--- config.mk ---
export PLATFORM = sky130hd
export DESIGN_NAME = acc_seq_ctrl
export DESIGN_NICKNAME = d
export VERILOG_FILES = /design/src/rtl/acc_seq_pkg.sv /design/src/rtl/acc_seq_ctrl_modelo.sv /design/src/rtl/acc_seq_ctrl.sv
export SDC_FILE = /design/constraint.sdc
export NUM_CORES = 1
export LEC_CHECK = 0
export CAP_MARGIN = 30
export CORE_ASPECT_RATIO = 1.5
export CORE_MARGIN = 5
export CORE_UTILIZATION = 35
export DETAILED_ROUTE_END_ITERATION = 7
export PLACE_DENSITY_LB_ADDON = 0.2
export SYNTH_ARGS = -nofsm -noshare
export SYNTH_HDL_FRONTEND = slang
export SYNTH_SLANG_ARGS = --single-unit
--- constraint.sdc ---
create_clock -name clk -period 6.15 [get_ports clk]
set_input_delay 0.9225 -clock clk [delete_from_list [all_inputs] [get_ports clk]]
set_output_delay 0.9225 -clock clk [all_outputs]
set_load 0.01 [all_outputs]
--- src/rtl/acc_seq_pkg.sv ---
// Shared types and datapath drive encodings for the accumulator sequencer.
package acc_seq_pkg;

  localparam int unsigned WIDTH = 4;

  typedef enum logic [1:0] {
    OpLoad = 2'b00,
    OpAdd  = 2'b01,
    OpSub  = 2'b10,
    OpMul  = 2'b11
  } op_t;

  typedef enum logic [2:0] {
    StIdle,
    StExec,
    StMclr,
    StMadd,
    StResp
  } state_t;

  // sel0 picks ~A with carry-in 1; sel1 bypasses the adder so S = A.
  localparam logic Sel0Load = 1'b0;
  localparam logic Sel1Load = 1'b1;
  localparam logic Sel0Add  = 1'b0;
  localparam logic Sel1Add  = 1'b0;
  localparam logic Sel0Sub  = 1'b1;
  localparam logic Sel1Sub  = 1'b0;
  localparam logic Sel0Hold = 1'b0;
  localparam logic Sel1Hold = 1'b0;

endpackage

--- src/rtl/acc_seq_ctrl_modelo.sv ---
// Invert/add/accumulate datapath: S is the combinational next value, acc captures S every edge.
module modelo #(
  parameter int unsigned WIDTH = 4
) (
  input  logic             clk,
  input  logic             reset,
  input  logic [WIDTH-1:0] A,
  input  logic             sel0,
  input  logic             sel1,
  output logic [WIDTH-1:0] S,
  output logic             somador_cout
);

  logic [WIDTH-1:0] acc_q;
  logic [WIDTH-1:0] b;
  logic [WIDTH:0]   sum;

  // Operand inversion, adder with sel0 as carry-in, and load bypass.
  always_comb begin
    b            = sel0 ? ~A : A;
    sum          = {1'b0, acc_q} + {1'b0, b} + {{WIDTH{1'b0}}, sel0};
    S            = sel1 ? b : sum[WIDTH-1:0];
    somador_cout = sum[WIDTH];
  end

  // Accumulator register, active-high asynchronous reset.
  always_ff @(posedge clk or posedge reset) begin
    if (reset) begin
      acc_q <= '0;
    end else begin
      acc_q <= S;
    end
  end

endmodule

--- src/rtl/acc_seq_ctrl.sv ---
// Command sequencer driving the modelo datapath for LOAD/ADD/SUB/MUL with valid/ready handshakes.
module acc_seq_ctrl #(
  parameter int unsigned WIDTH = acc_seq_pkg::WIDTH
) (
  input  logic             clk,
  input  logic             reset,
  input  logic             cmd_valid,
  output logic             cmd_ready,
  input  logic [1:0]       cmd_op,
  input  logic [WIDTH-1:0] cmd_a,
  input  logic [WIDTH-1:0] cmd_n,
  output logic             rsp_valid,
  input  logic             rsp_ready,
  output logic [WIDTH-1:0] rsp_data,
  output logic             rsp_flag
);

  import acc_seq_pkg::*;

  state_t           state_q, state_d;
  op_t              op_q, op_d;
  logic [WIDTH-1:0] a_q, a_d;
  logic [WIDTH-1:0] n_q, n_d;
  logic [WIDTH-1:0] cnt_q, cnt_d;
  logic             sticky_q, sticky_d;
  logic [WIDTH-1:0] rsp_data_q, rsp_data_d;
  logic             rsp_flag_q, rsp_flag_d;

  logic [WIDTH-1:0] dp_a;
  logic             dp_sel0;
  logic             dp_sel1;
  logic [WIDTH-1:0] dp_s;
  logic             dp_cout;

  modelo #(
    .WIDTH(WIDTH)
  ) u_dp (
    .clk         (clk),
    .reset       (~reset),
    .A           (dp_a),
    .sel0        (dp_sel0),
    .sel1        (dp_sel1),
    .S           (dp_s),
    .somador_cout(dp_cout)
  );

  // Next-state, datapath drive and response capture; HOLD unless an op step is active.
  always_comb begin
    state_d    = state_q;
    op_d       = op_q;
    a_d        = a_q;
    n_d        = n_q;
    cnt_d      = cnt_q;
    sticky_d   = sticky_q;
    rsp_data_d = rsp_data_q;
    rsp_flag_d = rsp_flag_q;
    cmd_ready  = 1'b0;
    rsp_valid  = 1'b0;
    dp_a       = '0;
    dp_sel0    = Sel0Hold;
    dp_sel1    = Sel1Hold;

    unique case (state_q)
      StIdle: begin
        cmd_ready = 1'b1;
        if (cmd_valid) begin
          op_d    = op_t'(cmd_op);
          a_d     = cmd_a;
          n_d     = cmd_n;
          state_d = (op_t'(cmd_op) == OpMul) ? StMclr : StExec;
        end
      end
      StExec: begin
        dp_a = a_q;
        if (op_q == OpLoad) begin
          dp_sel0 = Sel0Load;
          dp_sel1 = Sel1Load;
        end else if (op_q == OpSub) begin
          dp_sel0 = Sel0Sub;
          dp_sel1 = Sel1Sub;
        end else begin
          dp_sel0 = Sel0Add;
          dp_sel1 = Sel1Add;
        end
        rsp_data_d = dp_s;
        rsp_flag_d = (op_q == OpLoad) ? 1'b0 : dp_cout;
        state_d    = StResp;
      end
      StMclr: begin
        // Clear step: MUL starts from zero regardless of the prior accumulator.
        dp_a     = '0;
        dp_sel0  = Sel0Load;
        dp_sel1  = Sel1Load;
        sticky_d = 1'b0;
        cnt_d    = n_q;
        if (n_q == '0) begin
          rsp_data_d = '0;
          rsp_flag_d = 1'b0;
          state_d    = StResp;
        end else begin
          state_d = StMadd;
        end
      end
      StMadd: begin
        // Any carry during repeated adds means the true product exceeded the word.
        dp_a     = a_q;
        dp_sel0  = Sel0Add;
        dp_sel1  = Sel1Add;
        cnt_d    = cnt_q - WIDTH'(1);
        sticky_d = sticky_q | dp_cout;
        if (cnt_q == WIDTH'(1)) begin
          rsp_data_d = dp_s;
          rsp_flag_d = sticky_q | dp_cout;
          state_d    = StResp;
        end
      end
      StResp: begin
        rsp_valid = 1'b1;
        if (rsp_ready) begin
          state_d = StIdle;
        end
      end
      default: begin
        state_d = StIdle;
      end
    endcase
  end

  // State, command and response registers.
  always_ff @(posedge clk or negedge reset) begin
    if (!reset) begin
      state_q    <= StIdle;
      op_q       <= OpLoad;
      a_q        <= '0;
      n_q        <= '0;
      cnt_q      <= '0;
      sticky_q   <= 1'b0;
      rsp_data_q <= '0;
      rsp_flag_q <= 1'b0;
    end else begin
      state_q    <= state_d;
      op_q       <= op_d;
      a_q        <= a_d;
      n_q        <= n_d;
      cnt_q      <= cnt_d;
      sticky_q   <= sticky_d;
      rsp_data_q <= rsp_data_d;
      rsp_flag_q <= rsp_flag_d;
    end
  end

  assign rsp_data = rsp_data_q;
  assign rsp_flag = rsp_flag_q;

endmodule

==> qor.csv, run 1 <==
metric,value,unit
status,"complete, no violations",
worst hold slack,0.502,ns
site row count,29,
Cell Pwr Density,527,mW/mm2
Post-Syn Area,0.00148,mm2
Worst-path clk slew,0.09,ns
Die X,63.0,um
number of global-route vias before repair,1182,
Avg WL per Cell,15.0,um
Mapped Cells,137,
global placer's final weighted congestion,0.865,
TritonRoute pass-1 iters,4,
worst r2r src,state_q[1],
"top cells by area, synth","dfrtp_1 46%, mux2_2 11%, ha_1 4.2%, nor2_1 2.8%, o21ai_0 2.7%",
final setup violation count,0,
DRC,0,
"Seq/Total Area, Yosys",45.8,%
DP HPWL,2420,um
Slew Limit Fails,0,
layout cell share with drive strength beyond 1,17.2,%
Synth warnings,0,
via-per-instance ratio,5.36,
remaining global-route overflow,0,
Synth-to-Final Area Change,19.4,%
"slowest stage delay, CP",0.58,ns
hold path startpoint,sticky_q,
Yosys top cell by area,dfrtp_1,
RR Endpoint,rsp_data[3],
initial DRC count,39,
fill count,410,
die span in y,89.5,um
CP startpoint kind,register,
Syn Area/Cell,10.8,um2
crit path max fanout,18,
Hold EP,sticky_q,
largest net degree at the start of global routing,28,
first-pass GRT wire length,5140,um
CP max stage cell,dfrtp_1,
Crit path max-delay family,flip-flops,
Synth top area share,45.8,%
crit path DAT,1.88,ns
CP bufs+invs,1,
fin nets,178,
Crit. End Element,output pin,
Hold WC Path Type,reg2reg,
Hold Path Cell Cnt,2,
Critical Path RT,5.23,ns
core area,0.00417,mm2
post_cts resized,0,
FF-to-FF setup slack,3.68,ns
worst skew pair latency,0.27,ns
relative slew slack,64.7,%
Yosys reg bits,27,
"most common cell after layout, fill and taps aside",dfrtp_1,
fin crit period,2.80,ns
clk sinks,27,
"Cell Chain, Critical Path","nor2_1, and2_1, clkdlybuf4s50_1",
number of diodes,0,
most frequent cells in the layout,"27 x dfrtp_1, 20 x clkdlybuf4s50_1, 15 x mux2_2",
crit share post-route,45.6,%
placed cell area,0.00172,mm2
FMAX,357,MHz
Synth cell types,39,
syn_nets,157,
setup TNS,0,ns
io pins,21,
crit path kind,reg2out,
CTS tree,done,
drt total wl,3040,um
number of buffers created by CTS,3,
MaxCap Viol Count,0,
initial antenna violation count,0,
Peak VDD IR,290,uV
Initial Util,35.4,%
Detail Route Antenna Nets,0,
Tot GR Track Use,11.5,%
Final Hold Fails,0,
port bufs,20,
Post-CTS Setup Bufs,0,
CTS Buffer Depth,2,
Worst Max-Slew Pin Slew,0.529,ns
H-tree depth,1,
unrepaired setup endpoints after global routing,false,
reg2reg path depth,8,
post-route cell area,0.00176,mm2
Leakage,0.000744,uW
Die Area,0.00564,mm2
Layout Skew,0.00375,ns
CTS root buf,clkbuf_8,
total vias in the final route,1088,
"Hold-fix buffers, CTS",0,
routing by layer:
metal / part of all wire [%] / up-vias / global-route usage [%]
met5: 0 / - / 0
met4: 3.0 / 0 / 6.18
met3: 2.1 / 9 / 1.89
met2: 57 / 18 / 22.0
met1: 38 / 532 / 12.0
li1: - / 529 / -
where the power goes:
group,total (uW),switching [uW],internal (uW)
logic,468,220,248
clock network,98.8,53.4,45.4
registers,363,98.3,265
worst register-to-register path: cells and delay by family, from the launching register on:
kind | cells | cell delay [ns]
AOI/OAI and AO/OA | 3 | 0.64
DFF | 1 | 0.53
and+or+nand+nor | 2 | 0.44
adders and majority gates | 1 | 0.34
muxes | 1 | 0.26
xor gates and xnor gates | 1 | 0.16
cell type report:
| cell class | count | area (um2) | area share (%) |
|---|---|---|---|
| clock inverters | 1 | 5.00 | 0.284 |
| well taps | 46 | 57.6 | 3.26 |
| multi-input cells | 101 | 761 | 43.2 |
| repair buffers | 21 | 208 | 11.8 |
| inverters | 4 | 15.0 | 0.852 |
| flip-flops and latches | 27 | 676 | 38.3 |
| clock buffers | 3 | 41.3 | 2.34 |
worst max-delay path by stage:
stage | from | to | slack, ns | depth (start not counted)
floorplan | state_q[1] | rsp_data[2] | 3.87 | 8
global placement | state_q[0] | rsp_valid | 3.67 | 3
detailed placement | state_q[0] | rsp_valid | 3.64 | 3
CTS | state_q[0] | rsp_valid | 3.33 | 3
global route | state_q[0] | rsp_valid | 3.23 | 3
finish | state_q[0] | rsp_valid | 3.35 | 3
cell families (layout without fill, tap and decap cells):
| family | Yosys count | after routing | synth area share (%) |
|---|---|---|---|
| simple gates | 43 | 43 | 16.1 |
| compound gates | 30 | 30 | 13.6 |
| fa+ha+maj | 6 | 6 | 5.59 |
| flops | 27 | 27 | 45.8 |
| xor+xnor | 4 | 4 | 2.37 |
| mux | 18 | 18 | 13.8 |
| buf+inv | 9 | 29 | 2.71 |
state kept, by name, indices dropped and copies added (netlist names):
register	cells
a_q	4
cnt_q	4
n_q	4
op_q	2
rsp_data	4
rsp_flag	1
state_q	3
sticky_q	1
u_dp.acc_q	4
Yosys cell counts (all sizes together):
cell	n
o22ai	2
nor4	1
or2	1
nand3	5
a31oi	3
inv	4
a21o	3
mux2	16
nand2	6
ha	5
and2b	1
nand2b	4
dfrtp	27
a21oi	7
clkbuf	2
nand4b	1
fa	1
nand3b	2
nor4b	1
buf	3
nor3b	1
nor3	4
nor2	11
o31ai	2
nor2b	1
mux2i	2
xnor2	3
xor2	1
and2	3
o21a	1
o31a	1
o211ai	2
or4b	1
o21ai	9
metrics by stage:
stage	util (%)	setup WS [ns]	power [uW]	std cells
2_1_floorplan	-	3.87	694	137
5_1_grt	42.2	3.23	1010	203
6_report	42.2	3.35	930	203
4_1_cts	42.2	3.33	941	203
3_3_place_gp	41.1	3.67	820	199
3_5_place_dp	41.1	3.64	841	199
No activity file was read; power rests on OpenSTA's default activity.
==> inputs of run 2 (changes only) <==
==> constraint.sdc (replaced) <==
create_clock -name clk -period 2.66 [get_ports clk]
set_input_delay 0.399 -clock clk [delete_from_list [all_inputs] [get_ports clk]]
set_output_delay 0.399 -clock clk [all_outputs]
set_load 0.01 [all_outputs]
==> run 2 against run 1 <==
  * Non-clock buffer count up 1
  * Critical endpoint is now rsp_data[3]
  * First-iteration DRC count decreased by 41%
  * Highest routed layer unchanged
  * Via count grew 2.3%
  * Register-to-register slack lost 3.4 ns
  * Sequential share of layout area is 0.16 points lower
  * Clock skew down 0.0010 ns
  * Global-route usage is 0.49 points higher
  * Sequential cell count did not move
  * Core utilization up 0.18 points
  * Combinational power grew 140%
  * Largest cell class unchanged
  * Clock power is 130% higher
==> qor.csv, run 2 (synthesized netlist as in run 1, its figures left out) <==
metric,value,unit,change
status,"complete, no violations",,
clk sinks,27,,unchanged
Crit. End Element,register,,
MaxCap Viol Count,0,,unchanged
number of global-route vias before repair,1178,,-0.34%
post_cts resized,0,,unchanged
final worst slack,0.232,ns,-3.12 ns
fill count,394,,-3.9%
Register Area,676,um2,unchanged
number of buffers created by CTS,3,,unchanged
drt total wl,2960,um,-2.5%
TritonRoute pass-1 iters,4,,unchanged
Layout Skew,0.00272,ns,-0.00104 ns
"most common cell after layout, fill and taps aside",dfrtp_1,,
largest net degree at the start of global routing,28,,unchanged
io pins,21,,unchanged
CTS tree,done,,
CTS root buf,clkbuf_8,,
Final Instance Count excl. Fillers,204,,+0.49%
layout cell share with drive strength beyond 1,17.7,%,+0.52 points
DP HPWL,2410,um,-0.77%
initial antenna violation count,0,,unchanged
crit path kind,reg2reg,,
Worst-path clk slew,0.09,ns,about the same
CP startpoint kind,register,,
worst skew pair latency,0.26,ns,about the same
unrepaired setup endpoints after global routing,false,,
CP dominant cell by count,o21ai_0,,
Initial Util,35.4,%,unchanged
Slew Limit Fails,0,,unchanged
fin nets,179,,+0.56%
fin crit period,2.43,ns,
via-per-instance ratio,5.46,,+1.8%
Tot GR Track Use,12.0,%,+0.49 points
placed cells,200,,+0.50%
H-tree depth,1,,unchanged
Leakage,0.000749,uW,+0.69%
placed cell area,0.00172,mm2,+0.44%
crit path max fanout,12,,-6
setup TNS,0,ns,unchanged
Crit path max-delay family,simple AND/OR/NAND/NOR gates,,
post-route cell area,0.00177,mm2,+0.43%
Synth-to-Final Area Change,19.9,%,
worst hold slack,0.497,ns,-0.00587 ns
relative slew slack,69.8,%,+5.1 points
Die Area,0.00564,mm2,unchanged
site row count,29,,unchanged
CP max stage cell,dfrtp_1,,
Die X,63.0,um,unchanged
Worst Max-Slew Pin Slew,0.451,ns,-0.0779 ns
global placer's final weighted congestion,0.825,,-4.6%
most frequent cells in the layout,"27 x dfrtp_1, 20 x clkdlybuf4s50_1, 15 x mux2_2",,
Post-CTS Setup Bufs,0,,unchanged
Hold WC Path Type,in2async,,
first-pass GRT wire length,5390,um,+4.8%
port bufs,20,,unchanged
DRC,0,,unchanged
"slowest stage delay, CP",0.51,ns,-0.07 ns
crit share post-route,91.3,%,
FMAX,412,MHz,
initial DRC count,23,,-41%
number of diodes,0,,unchanged
"Cell Chain, Critical Path","nor3b_2, xnor2_1, nor2_1, ha_1, o21ai_0, nand3b_1, o21ai_0, o31a_1, mux2_4",,
"Hold-fix buffers, CTS",0,,unchanged
core area,0.00417,mm2,unchanged
Multi-input gate area,761,um2,unchanged
die span in y,89.5,um,unchanged
Cell Pwr Density,1210,mW/mm2,+130%
pre-CTS setup slack,0.233,ns,-3.40 ns
total vias in the final route,1113,,+2.3%
Peak VDD IR,753,uV,+160%
Critical Path RT,2.82,ns,-2.41 ns
CTS Buffer Depth,2,,unchanged
Avg WL per Cell,14.5,um,-2.9%
CP bufs+invs,0,,-1
final setup violation count,0,,unchanged
Detail Route Antenna Nets,0,,unchanged
remaining global-route overflow,0,,unchanged
crit path DAT,2.59,ns,+0.71 ns
Final Hold Fails,0,,unchanged
## run 2: area by class of cell
cell class                      count  area share (%)
Clock buffer                        3            2.33
Inverter                            4           0.848
Timing Repair Buffer               22            12.2
Clock inverter                      1           0.283
Sequential cell                    27            38.2
Multi-Input combinational cell    101            43.0
Tap cell                           46            3.25
## run 2: worst reg2reg max path, cell delays in order (launching register included)
cell and delay [ns]:
dfrtp_1 0.51, nor3b_2 0.36, xnor2_1 0.16, nor2_1 0.08, ha_1 0.37, o21ai_0 0.12
nand3b_1 0.09, o21ai_0 0.08, o31a_1 0.29, mux2_4 0.25
## run 2: path summary, 6_finish.rpt
kind	start	end	slack, ns	cells past startpoint
worst max-delay path	state_q[1]	rsp_data[3]	0.23	9
worst min-delay path	reset	cnt_q[1]	0.50	2
worst max register to register	state_q[1]	rsp_data[3]	0.23	9
worst min register to register	sticky_q	sticky_q	0.50	2
max in group asynchronous	reset	a_q[2]	1.91	2
min in group clk	sticky_q	sticky_q	0.50	2
## run 2: metal layers
layer / global-route usage [%] / vias up / routed length [um]
met3: 1.76 / 8 / 63
met2: 24.4 / 17 / 1740
li1: - / 533 / -
met1: 12.2 / 555 / 1090
met4: 4.63 / 0 / 69
met5: 0 / - / 0
## run 2: stage by stage
step	utilization, %	power (uW)
floorplan	-	1600
global placement	41.3	1910
detailed placement	41.3	1950
CTS	42.4	2180
global route	42.4	2360
finish	42.4	2140
## run 2: power breakdown
| part | switching (uW) | internal, uW | leakage [uW] |
|---|---|---|---|
| Combinational | 526 | 581 | 0.000397 |
| Clock | 119 | 105 | 0.0000255 |
| Sequential | 201 | 612 | 0.000327 |
| Total | 845 | 1300 | 0.000749 |
